`src/rtl/bcd_pkg.sv`:
```
// rtl/bcd_pkg.sv - shared states, ASCII constants and digit helper for bin_to_ascii_bcd
package bcd_pkg;

    typedef enum logic [1:0] {
        IDLE    = 2'd0,
        CONVERT = 2'd1,
        FORMAT  = 2'd2,
        PRESENT = 2'd3
    } bcd_state_e;

    localparam logic [7:0]  ASCII_ZERO  = 8'h30;
    localparam logic [7:0]  ASCII_SPACE = 8'h20;
    localparam logic [7:0]  ASCII_DASH  = 8'h2D;
    localparam int unsigned MAX_DEC     = 999;

    function automatic logic [7:0] digit_to_ascii(input logic [3:0] digit);
        return {4'h0, digit} + ASCII_ZERO;
    endfunction

endpackage

```
`src/rtl/bcd_digit_adj.sv`:
```
// rtl/bcd_digit_adj.sv - double-dabble digit correction: add 3 when a BCD digit is 5 or more
module bcd_digit_adj (
    input  logic [3:0] d,
    output logic [3:0] q
);

    // 4-bit add on purpose: no carry ever leaves the digit.
    assign q = (d >= 4'd5) ? d + 4'd3 : d;

endmodule

```
`src/rtl/bin_to_ascii_bcd.sv`:
```
// rtl/bin_to_ascii_bcd.sv - sequential binary to three ASCII decimal digits with a data_ready/more_data handshake
module bin_to_ascii_bcd
    import bcd_pkg::*;
#(
    parameter int W     = 10,
    parameter bit BLANK = 1'b0
) (
    input  logic         clk_i,
    input  logic         rst_i,
    input  logic         valid_i,
    input  logic [W-1:0] bin_i,
    output logic         ready_o,
    output logic [23:0]  data_o,
    output logic         data_ready_o,
    input  logic         more_data_i,
    output logic         overflow_o
);

    localparam logic [1:0] ST_IDLE    = IDLE;
    localparam logic [1:0] ST_CONVERT = CONVERT;
    localparam logic [1:0] ST_FORMAT  = FORMAT;
    localparam logic [1:0] ST_PRESENT = PRESENT;
    localparam logic [3:0] LAST_ITER  = 4'(W - 1);

    logic [1:0]   state;
    logic [3:0]   cnt;
    logic [W-1:0] shift_q;
    logic [11:0]  bcd_q;
    logic         ovf_q;
    logic [11:0]  bcd_adj;
    logic [7:0]   hund_a;
    logic [7:0]   tens_a;
    logic [7:0]   unit_a;
    logic [23:0]  fmt_data;

    bcd_digit_adj u_adj_hund (.d(bcd_q[11:8]), .q(bcd_adj[11:8]));
    bcd_digit_adj u_adj_tens (.d(bcd_q[7:4]),  .q(bcd_adj[7:4]));
    bcd_digit_adj u_adj_unit (.d(bcd_q[3:0]),  .q(bcd_adj[3:0]));

    always_comb begin
        hund_a = digit_to_ascii(bcd_q[11:8]);
        tens_a = digit_to_ascii(bcd_q[7:4]);
        unit_a = digit_to_ascii(bcd_q[3:0]);
        // Tens is only blanked when it is itself a leading zero.
        if (BLANK && (bcd_q[11:8] == 4'd0)) begin
            hund_a = ASCII_SPACE;
            if (bcd_q[7:4] == 4'd0) begin
                tens_a = ASCII_SPACE;
            end
        end
        fmt_data = ovf_q ? {ASCII_DASH, ASCII_DASH, ASCII_DASH} : {hund_a, tens_a, unit_a};
    end

    assign ready_o = (state == ST_IDLE);

    always_ff @(posedge clk_i or posedge rst_i) begin
        if (rst_i) begin
            state        <= ST_IDLE;
            cnt          <= 4'd0;
            shift_q      <= '0;
            bcd_q        <= 12'd0;
            ovf_q        <= 1'b0;
            data_o       <= 24'h000000;
            data_ready_o <= 1'b0;
            overflow_o   <= 1'b0;
        end else begin
            case (state)
                ST_IDLE: begin
                    if (valid_i) begin
                        shift_q <= bin_i;
                        bcd_q   <= 12'd0;
                        cnt     <= 4'd0;
                        ovf_q   <= (32'(bin_i) > MAX_DEC);
                        state   <= ST_CONVERT;
                    end
                end
                ST_CONVERT: begin
                    {bcd_q, shift_q} <= {bcd_adj, shift_q} << 1;
                    cnt              <= cnt + 4'd1;
                    if (cnt == LAST_ITER) begin
                        state <= ST_FORMAT;
                    end
                end
                ST_FORMAT: begin
                    data_o     <= fmt_data;
                    overflow_o <= ovf_q;
                    state      <= ST_PRESENT;
                end
                ST_PRESENT: begin
                    // data_ready_o rises one cycle into PRESENT, so a held more_data_i still sees every result.
                    if (!data_ready_o) begin
                        data_ready_o <= 1'b1;
                    end else if (more_data_i) begin
                        data_ready_o <= 1'b0;
                        state        <= ST_IDLE;
                    end
                end
                default: state <= ST_IDLE;
            endcase
        end
    end

endmodule
```
`config.mk`:
```
export PLATFORM = sky130hd
export DESIGN_NAME = bin_to_ascii_bcd
export DESIGN_NICKNAME = d
export VERILOG_FILES = /design/src/rtl/bcd_pkg.sv /design/src/rtl/bcd_digit_adj.sv /design/src/rtl/bin_to_ascii_bcd.sv
export SDC_FILE = /design/constraint.sdc
export NUM_CORES = 1
export LEC_CHECK = 0
export CORE_ASPECT_RATIO = 0.5
export CORE_MARGIN = 5
export CORE_UTILIZATION = 40
export DETAILED_ROUTE_END_ITERATION = 10
export PLACE_DENSITY_LB_ADDON = 0.12
export SYNTH_ARGS = -nofsm -noshare
export SYNTH_HDL_FRONTEND = slang
export SYNTH_SLANG_ARGS = --single-unit
export TNS_END_PERCENT = 100
```
`constraint.sdc`:
```
create_clock -name clk_i -period 2.2 [get_ports clk_i]
set_input_delay 0.44 -clock clk_i [delete_from_list [all_inputs] [get_ports clk_i]]
set_output_delay 0.44 -clock clk_i [all_outputs]
set_load 0.01 [all_outputs]
```
==> results.txt, run 1 <==
Status - complete, no violations
Die height - 62.69 um
Worst-Skew Late Latency - 0.30 ns
Largest area contributor in the netlist - dfrtp_1
Post-layout util - 49.15%
WL final - 4.409 mm
Setup_tns - 0 ns
Flop and latch count out of synthesis - 45
Worst Max-Slew Pin Slew - 0.9448 ns
Vias in the first global route - 1577
Share of the synthesized area in the top cell type - 50.70%
First-pass GRT wire length - 7.686 mm
Die Wd - 115.4 um
CTS Buffer Depth - 2
Vias - 1558
Syn Inst Count - 202
Max Slew Vio Count - 0
Rows - 19
Switching pwr - 1.325 mW
TritonRoute pass-1 iters - 4
Peak VDD IR - 554.7 uV
Synth Area per Inst - 10.99 um^2
Largest net degree at the start of global routing - 30
WS Path Type - flip-flop to primary output
Final setup viols - 0
H-tree Lvls - 2
Worst Hold Class - input port to async pin
Via density - 5.092
Share of layout cells above drive strength 1 - 7.296%
GRT Util Overall - 13.18%
Cell area after synthesis - 2221 um^2
Sequential-to-total area share from yosys stat - 50.70%
Tcrit/Tclk final - 94.67%
YS warnings - 0
P per Cell Area - 1309 nW/um^2
R2r setup slk - 0.38 ns
Io pins - 41
Area Overhead vs Synth - 19.94%
Skew final - 0.007966 ns
Initial Util - 40.97%
IO buf count - 34
Reg power frac - 38.4%
CORE AREA - 5420 um^2
CTS Sinks - 45
Drt drc - 0
Count of final hold-check violations - 0
Arrival @ worst endpoint - 1.64 ns
Initial antenna violation count - 0
Number of CTS-inserted buffers - 5
CP startpoint kind - flip-flop
Antenna Cells - 0
Crit-path cells - inv_1, ha_2, clkdlybuf4s50_1
GP Congestion - 0.7643
CP endpoint kind - primary output
Root Buffer - clkbuf_8
Max incr delay on CP - 0.56 ns
Commonest non-fill, non-tap cell in the layout - dfrtp_1
Max-cap violations - 0
Clock power frac - 14.5%
CTS clk-pin slew, worst paths - 0.08 ns
Total congestion overflow - 0
Static leakage - 1.183 nW
Critical Path Fanout Max - 6
CTS tree - yes
Switching Share - 38.00%
WL per Instance - 14.41 um
CP max stage cell - clkdlybuf4s50_1
1st-iter DRT viols - 42
Max Clk Rate - 480.1 MHz
Fin nets - 258
Ranking of synthesized cells by area - dfrtp_1 51%, ha_1 6.8%, mux2i_1 6.3%, o21ai_0 3.6%, o22a_1 3.5%
Post-synth cell types - 34
# fillers - 535
Worst Path Required - 1.76 ns
Leading cell types in the layout, fill and taps excluded - 45 x dfrtp_1, 34 x clkdlybuf4s50_1, 18 x nand2_1, 16 x o21ai_0, 15 x inv_1
Detailed Place HPWL - 3.159 mm
Die area - 7233 um^2
Relative slew margins - 37.01%
Final period demand of the worst path - 2.083 ns
Comb pwr share - 47.1%
CTS hold repair buffers - 0
Pint - 2.162 mW
Antenna violation net count after detailed routing - 0
RSZ-0062 raised after global routing - no
[sequential cells by signal, summed over array words and instances, names as in the netlist]
name / count
overflow_o: 1
shift_q: 10
data_ready_o: 1
data_o: 14
bcd_q: 12
cnt: 4
ovf_q: 1
state: 2
[synthesized netlist by cell type, drive strengths merged]
master,n
a32o,3
inv,16
conb,1
xor2,1
o31ai,4
o22a,9
nor2,1
nand3,2
nand3b,1
mux2,2
a21oi,4
nand4,1
o22ai,8
nor3b,1
o21ai,18
nand2,18
and3,1
buf,20
xnor2,3
and2,1
a22o,5
or2,1
mux2i,14
o32ai,1
ha,12
dfrtp,45
nand2b,6
a221oi,1
o21a,2
[what timing repair did]
| action | 4_1_cts | 5_1_grt |
|---|---|---|
| setup endpoints to repair | 0 | 1 |
| resized for setup | 0 | 1 |
| endpoints found under the hold margin | 0 | 0 |
| setup buffers | 0 | 0 |
[stage by stage]
stage	total power [mW]	hold WS, ns	setup slack, ns	instance area [um^2]	instances
after detailed placement	3.015	0.4700	0.1758	2577	298
after CTS	3.536	0.4776	0.02507	2661	306
after global routing	3.785	0.5057	0.05037	2664	306
after floorplan	2.476	0.4479	0.5308	2240	207
after global placement	2.968	0.4631	0.2173	2577	298
final	3.487	0.4671	0.1172	2664	306
[power groups by stage]
| stage | clock (mW) | combinational, mW | sequential (mW) |
|---|---|---|---|
| 2_1_floorplan | 0 | 1.10 | 1.37 |
| 3_3_place_gp | 0 | 1.62 | 1.34 |
| 3_5_place_dp | 0 | 1.66 | 1.36 |
| 4_1_cts | 0.528 | 1.66 | 1.34 |
| 5_1_grt | 0.558 | 1.84 | 1.39 |
| 6_report | 0.505 | 1.64 | 1.34 |
[cells by family (layout without fill, tap and decap cells)]
kind of cell / after synthesis / count (layout) / synth area share [%]
fa+ha+maj: 12 / 12 / 6.760
simple gates: 33 / 33 / 7.268
mux: 16 / 16 / 7.324
flops: 45 / 45 / 50.70
xor+xnor: 4 / 4 / 1.578
buf+inv: 36 / 62 / 8.845
compound gates: 55 / 55 / 17.35
other cells: 1 / 6 / 0.1689
[final cells by class]
type / count / area [um^2] / share of cell area, %
sequential: 45 / 1126 / 42.27
multi-input combinational: 126 / 919.6 / 34.52
inverter: 16 / 60.06 / 2.255
tap: 73 / 91.34 / 3.429
clock inverter: 1 / 7.507 / 0.2818
timing repair buffer: 38 / 382.9 / 14.37
clock buffer: 7 / 76.32 / 2.865
[routing by layer]
| metal | track usage (%) | part of all wire, % |
|---|---|---|
| met3 | 3.965 | 5.6 |
| met5 | 0 | 0 |
| met2 | 19.45 | 42 |
| met1 | 18.29 | 52 |
| met4 | 4.539 | 0.95 |
[worst paths after layout]
| path | startpoint | end | cells past startpoint |
|---|---|---|---|
| worst max-delay path | state[0]$_DFFE_PP0P_ | ready_o | 3 |
| worst max register to register | state[0]$_DFFE_PP0P_ | shift_q[6]$_DFFE_PP0P_ | 4 |
| worst min register to register | shift_q[7]$_DFFE_PP0P_ | shift_q[7]$_DFFE_PP0P_ | 2 |
| min in group clk_i | shift_q[7]$_DFFE_PP0P_ | shift_q[7]$_DFFE_PP0P_ | 2 |
| worst min-delay path | rst_i | shift_q[9]$_DFFE_PP0P_ | 2 |
| max in group asynchronous | rst_i | state[0]$_DFFE_PP0P_ | 3 |
[critical path, delay by kind of cell (launching register included)]
family                     cells  cell delay [ns]
buffers and inverters          2             0.68
adders and majority gates      1             0.27
DFF                            1             0.40
(Power assumes the default switching activity.)
==> run 2, diff against run 1 <==
Settings changed: REMOVE_ABC_BUFFERS from default to 1.
==> run 2 against run 1 <==
Die area did not move. Wire length fell by 3.3%. Sequential power barely moved. Final cell count down 0.65%. Total power shrank 1.4%. Count of clock-buffer cells in the layout is 2 lower. Final area down 0.47%. Worst setup slack lost 0.022 ns.
==> results.txt, run 2 (synthesis results as in run 1) <==
CTS Buffer Depth - 2 (unchanged)
Worst Min Path Start - shift_q[7]$_DFFE_PP0P_
CP endpoint kind - primary output (unchanged)
R2r setup slk - 0.29 ns (was 0.38 ns)
Vias - 1502 (was 1558)
Hold EP - shift_q[7]$_DFFE_PP0P_
Comb pwr share - 47.5% (was 47.1%)
Rows - 19 (unchanged)
Worst Max-Slew Pin Slew - 0.9686 ns (was 0.9448 ns)
H-tree Lvls - 2 (unchanged)
Arrival @ worst endpoint - 1.66 ns (was 1.64 ns)
Reg2Reg Capture Point - shift_q[1]$_DFFE_PP0P_ (was shift_q[6]$_DFFE_PP0P_)
DP Cell Count - 298 (unchanged)
Reg power frac - 38.9% (was 38.4%)
Vias in the first global route - 1534 (was 1577)
GRT Util Overall - 12.54% (was 13.18%)
Drt drc - 0 (unchanged)
CTS resizes - 0 (unchanged)
Max Slew Vio Count - 0 (unchanged)
Number of CTS-inserted buffers - 5 (unchanged)
Setup_tns - 0 ns (unchanged)
Switching pwr - 1.298 mW (was 1.325 mW)
Area Overhead vs Synth - 19.38% (was 19.94%)
WHS Path Cells - 2
Root Buffer - clkbuf_8 (unchanged)
Fin nets - 258 (unchanged)
Max FFs per register - 14 (unchanged)
Largest regs - data_o: 14 flops, bcd_q: 12 flops, shift_q: 10 flops (unchanged)
CORE AREA - 5420 um^2 (unchanged)
Final period demand of the worst path - 2.105 ns (was 2.083 ns)
Max-cap violations - 0 (unchanged)
Antenna Cells - 0 (unchanged)
Peak VDD IR - 494.9 uV (was 554.7 uV)
Io pins - 41 (unchanged)
RSZ-0062 raised after global routing - no (unchanged)
GP Congestion - 0.7701 (was 0.7643)
Switching Share - 37.74% (was 38.00%)
Initial antenna violation count - 0 (unchanged)
Count of final hold-check violations - 0 (unchanged)
Status - complete, no violations (unchanged)
P per Cell Area - 1297 nW/um^2 (was 1309 nW/um^2)
CTS hold repair buffers - 0 (unchanged)
Critical Path Fanout Max - 6 (unchanged)
Register area - 1126 um^2 (unchanged)
Largest net degree at the start of global routing - 27 (was 30)
Die Wd - 115.4 um (unchanged)
Final Non-Filler Cells - 304 (was 306)
Tcrit/Tclk final - 95.66% (was 94.67%)
WL final - 4.262 mm (was 4.409 mm)
Die height - 62.69 um (unchanged)
CTS Sinks - 45 (unchanged)
Detailed Place HPWL - 3.084 mm (was 3.159 mm)
Via density - 4.941 (was 5.092)
Antenna violation net count after detailed routing - 0 (unchanged)
Max Clk Rate - 475.2 MHz (was 480.1 MHz)
# fillers - 532 (was 535)
Hold_ws - 0.4810 ns (was 0.4671 ns)
Total congestion overflow - 0 (unchanged)
WS Path Type - flip-flop to primary output (unchanged)
Setup Buffers After CTS - 0 (unchanged)
Leading cell types in the layout, fill and taps excluded - 45 x dfrtp_1, 34 x clkdlybuf4s50_1, 18 x nand2_1, 16 x o21ai_0, 15 x inv_1 (unchanged)
Worst-Skew Late Latency - 0.29 ns (was 0.30 ns)
Initial Util - 40.97% (unchanged)
Static leakage - 1.186 nW (was 1.183 nW)
Share of layout cells above drive strength 1 - 6.926% (was 7.296%)
1st-iter DRT viols - 23 (was 42)
Final setup viols - 0 (unchanged)
Clock power frac - 13.6% (was 14.5%)
Worst r2r path cells - 4 (unchanged)
First-pass GRT wire length - 7.300 mm (was 7.686 mm)
Pint - 2.141 mW (was 2.162 mW)
Worst Path Required - 1.76 ns (about the same)
Largest Register - data_o (unchanged)
Die area - 7233 um^2 (unchanged)
Footprint of the multi-input gates - 917.1 um^2 (was 919.6 um^2)
CP startpoint kind - flip-flop (unchanged)
WL per Instance - 14.02 um (was 14.41 um)
IO buf count - 34 (unchanged)
Worst Hold Class - flip-flop to flip-flop (was input port to async pin)
Worst R2R Start - state[0]$_DFFE_PP0P_ (unchanged)
Skew final - 0.007676 ns (was 0.007966 ns)
Relative slew margins - 35.42% (was 37.01%)
TritonRoute pass-1 iters - 4 (unchanged)
CTS clk-pin slew, worst paths - 0.08 ns (about the same)
Commonest non-fill, non-tap cell in the layout - dfrtp_1 (unchanged)
CTS tree - yes (unchanged)
## run 2: cell count changes in the layout (fill, tap and decap cells not counted)
cell / previous run / this run
clkinvlp_4: 1 / 0
ha_1: 11 / 12
clkbuf_1: 2 / 0
clkinv_2: 0 / 1
ha_2: 1 / 0
## run 2: critical path: stages (launching register included)
cell	delay (ns)
dfrtp_1	0.41
inv_1	0.11
ha_1	0.28
clkdlybuf4s50_1	0.59
## run 2: power by group through the flow
| stage | Sequential (mW) | Combinational [mW] | Clock (mW) |
|---|---|---|---|
| 2_1_floorplan | 1.38 | 0.972 | 0 |
| 3_3_place_gp | 1.35 | 1.62 | 0 |
| 3_5_place_dp | 1.36 | 1.66 | 0 |
| 4_1_cts | 1.34 | 1.67 | 0.488 |
| 5_1_grt | 1.38 | 1.81 | 0.528 |
| 6_report | 1.34 | 1.63 | 0.469 |
## run 2: layer usage
| layer | track usage (%) | up-vias | routed length [um] |
|---|---|---|---|
| met3 | 3.772 | 2 | 208 |
| met4 | 3.514 | 0 | 27 |
| met2 | 19.88 | 33 | 1827 |
| li1 | - | 746 | - |
| met5 | 0 | - | 0 |
| met1 | 16.59 | 721 | 2198 |
## run 2: cell type report
type | count | share of cell area [%]
Clock buffer | 5 | 2.596
Clock inverter | 1 | 0.1888
Inverter | 16 | 2.265
Multi-Input combinational cell | 126 | 34.59
Sequential cell | 45 | 42.47
Tap cell | 73 | 3.445
Timing Repair Buffer | 38 | 14.44
## run 2: worst max-delay path by stage
stage                         startpoint                     to  slack [ns]
floorplan           state[1]$_DFFE_PP0P_  bcd_q[11]$_DFFE_PP0P_        0.38
finish              state[0]$_DFFE_PP0P_                ready_o         0.1
global placement                 valid_i   state[1]$_DFFE_PP0P_        0.24
global route        state[0]$_DFFE_PP0P_                ready_o       0.001
detailed placement               valid_i   state[1]$_DFFE_PP0P_        0.19
CTS                 state[0]$_DFFE_PP0P_                ready_o        0.08
## run 2: metrics by stage
stage / setup WS (ns) / power, mW / instance area [um^2] / util (%)
floorplan: 0.3824 / 2.354 / 2103 / -
global placement: 0.2353 / 2.969 / 2577 / 47.55
detailed placement: 0.1874 / 3.019 / 2577 / 47.55
CTS: 0.07723 / 3.497 / 2651 / 48.92
global route: 0.001313 / 3.722 / 2651 / 48.92
finish: 0.09547 / 3.438 / 2651 / 48.92
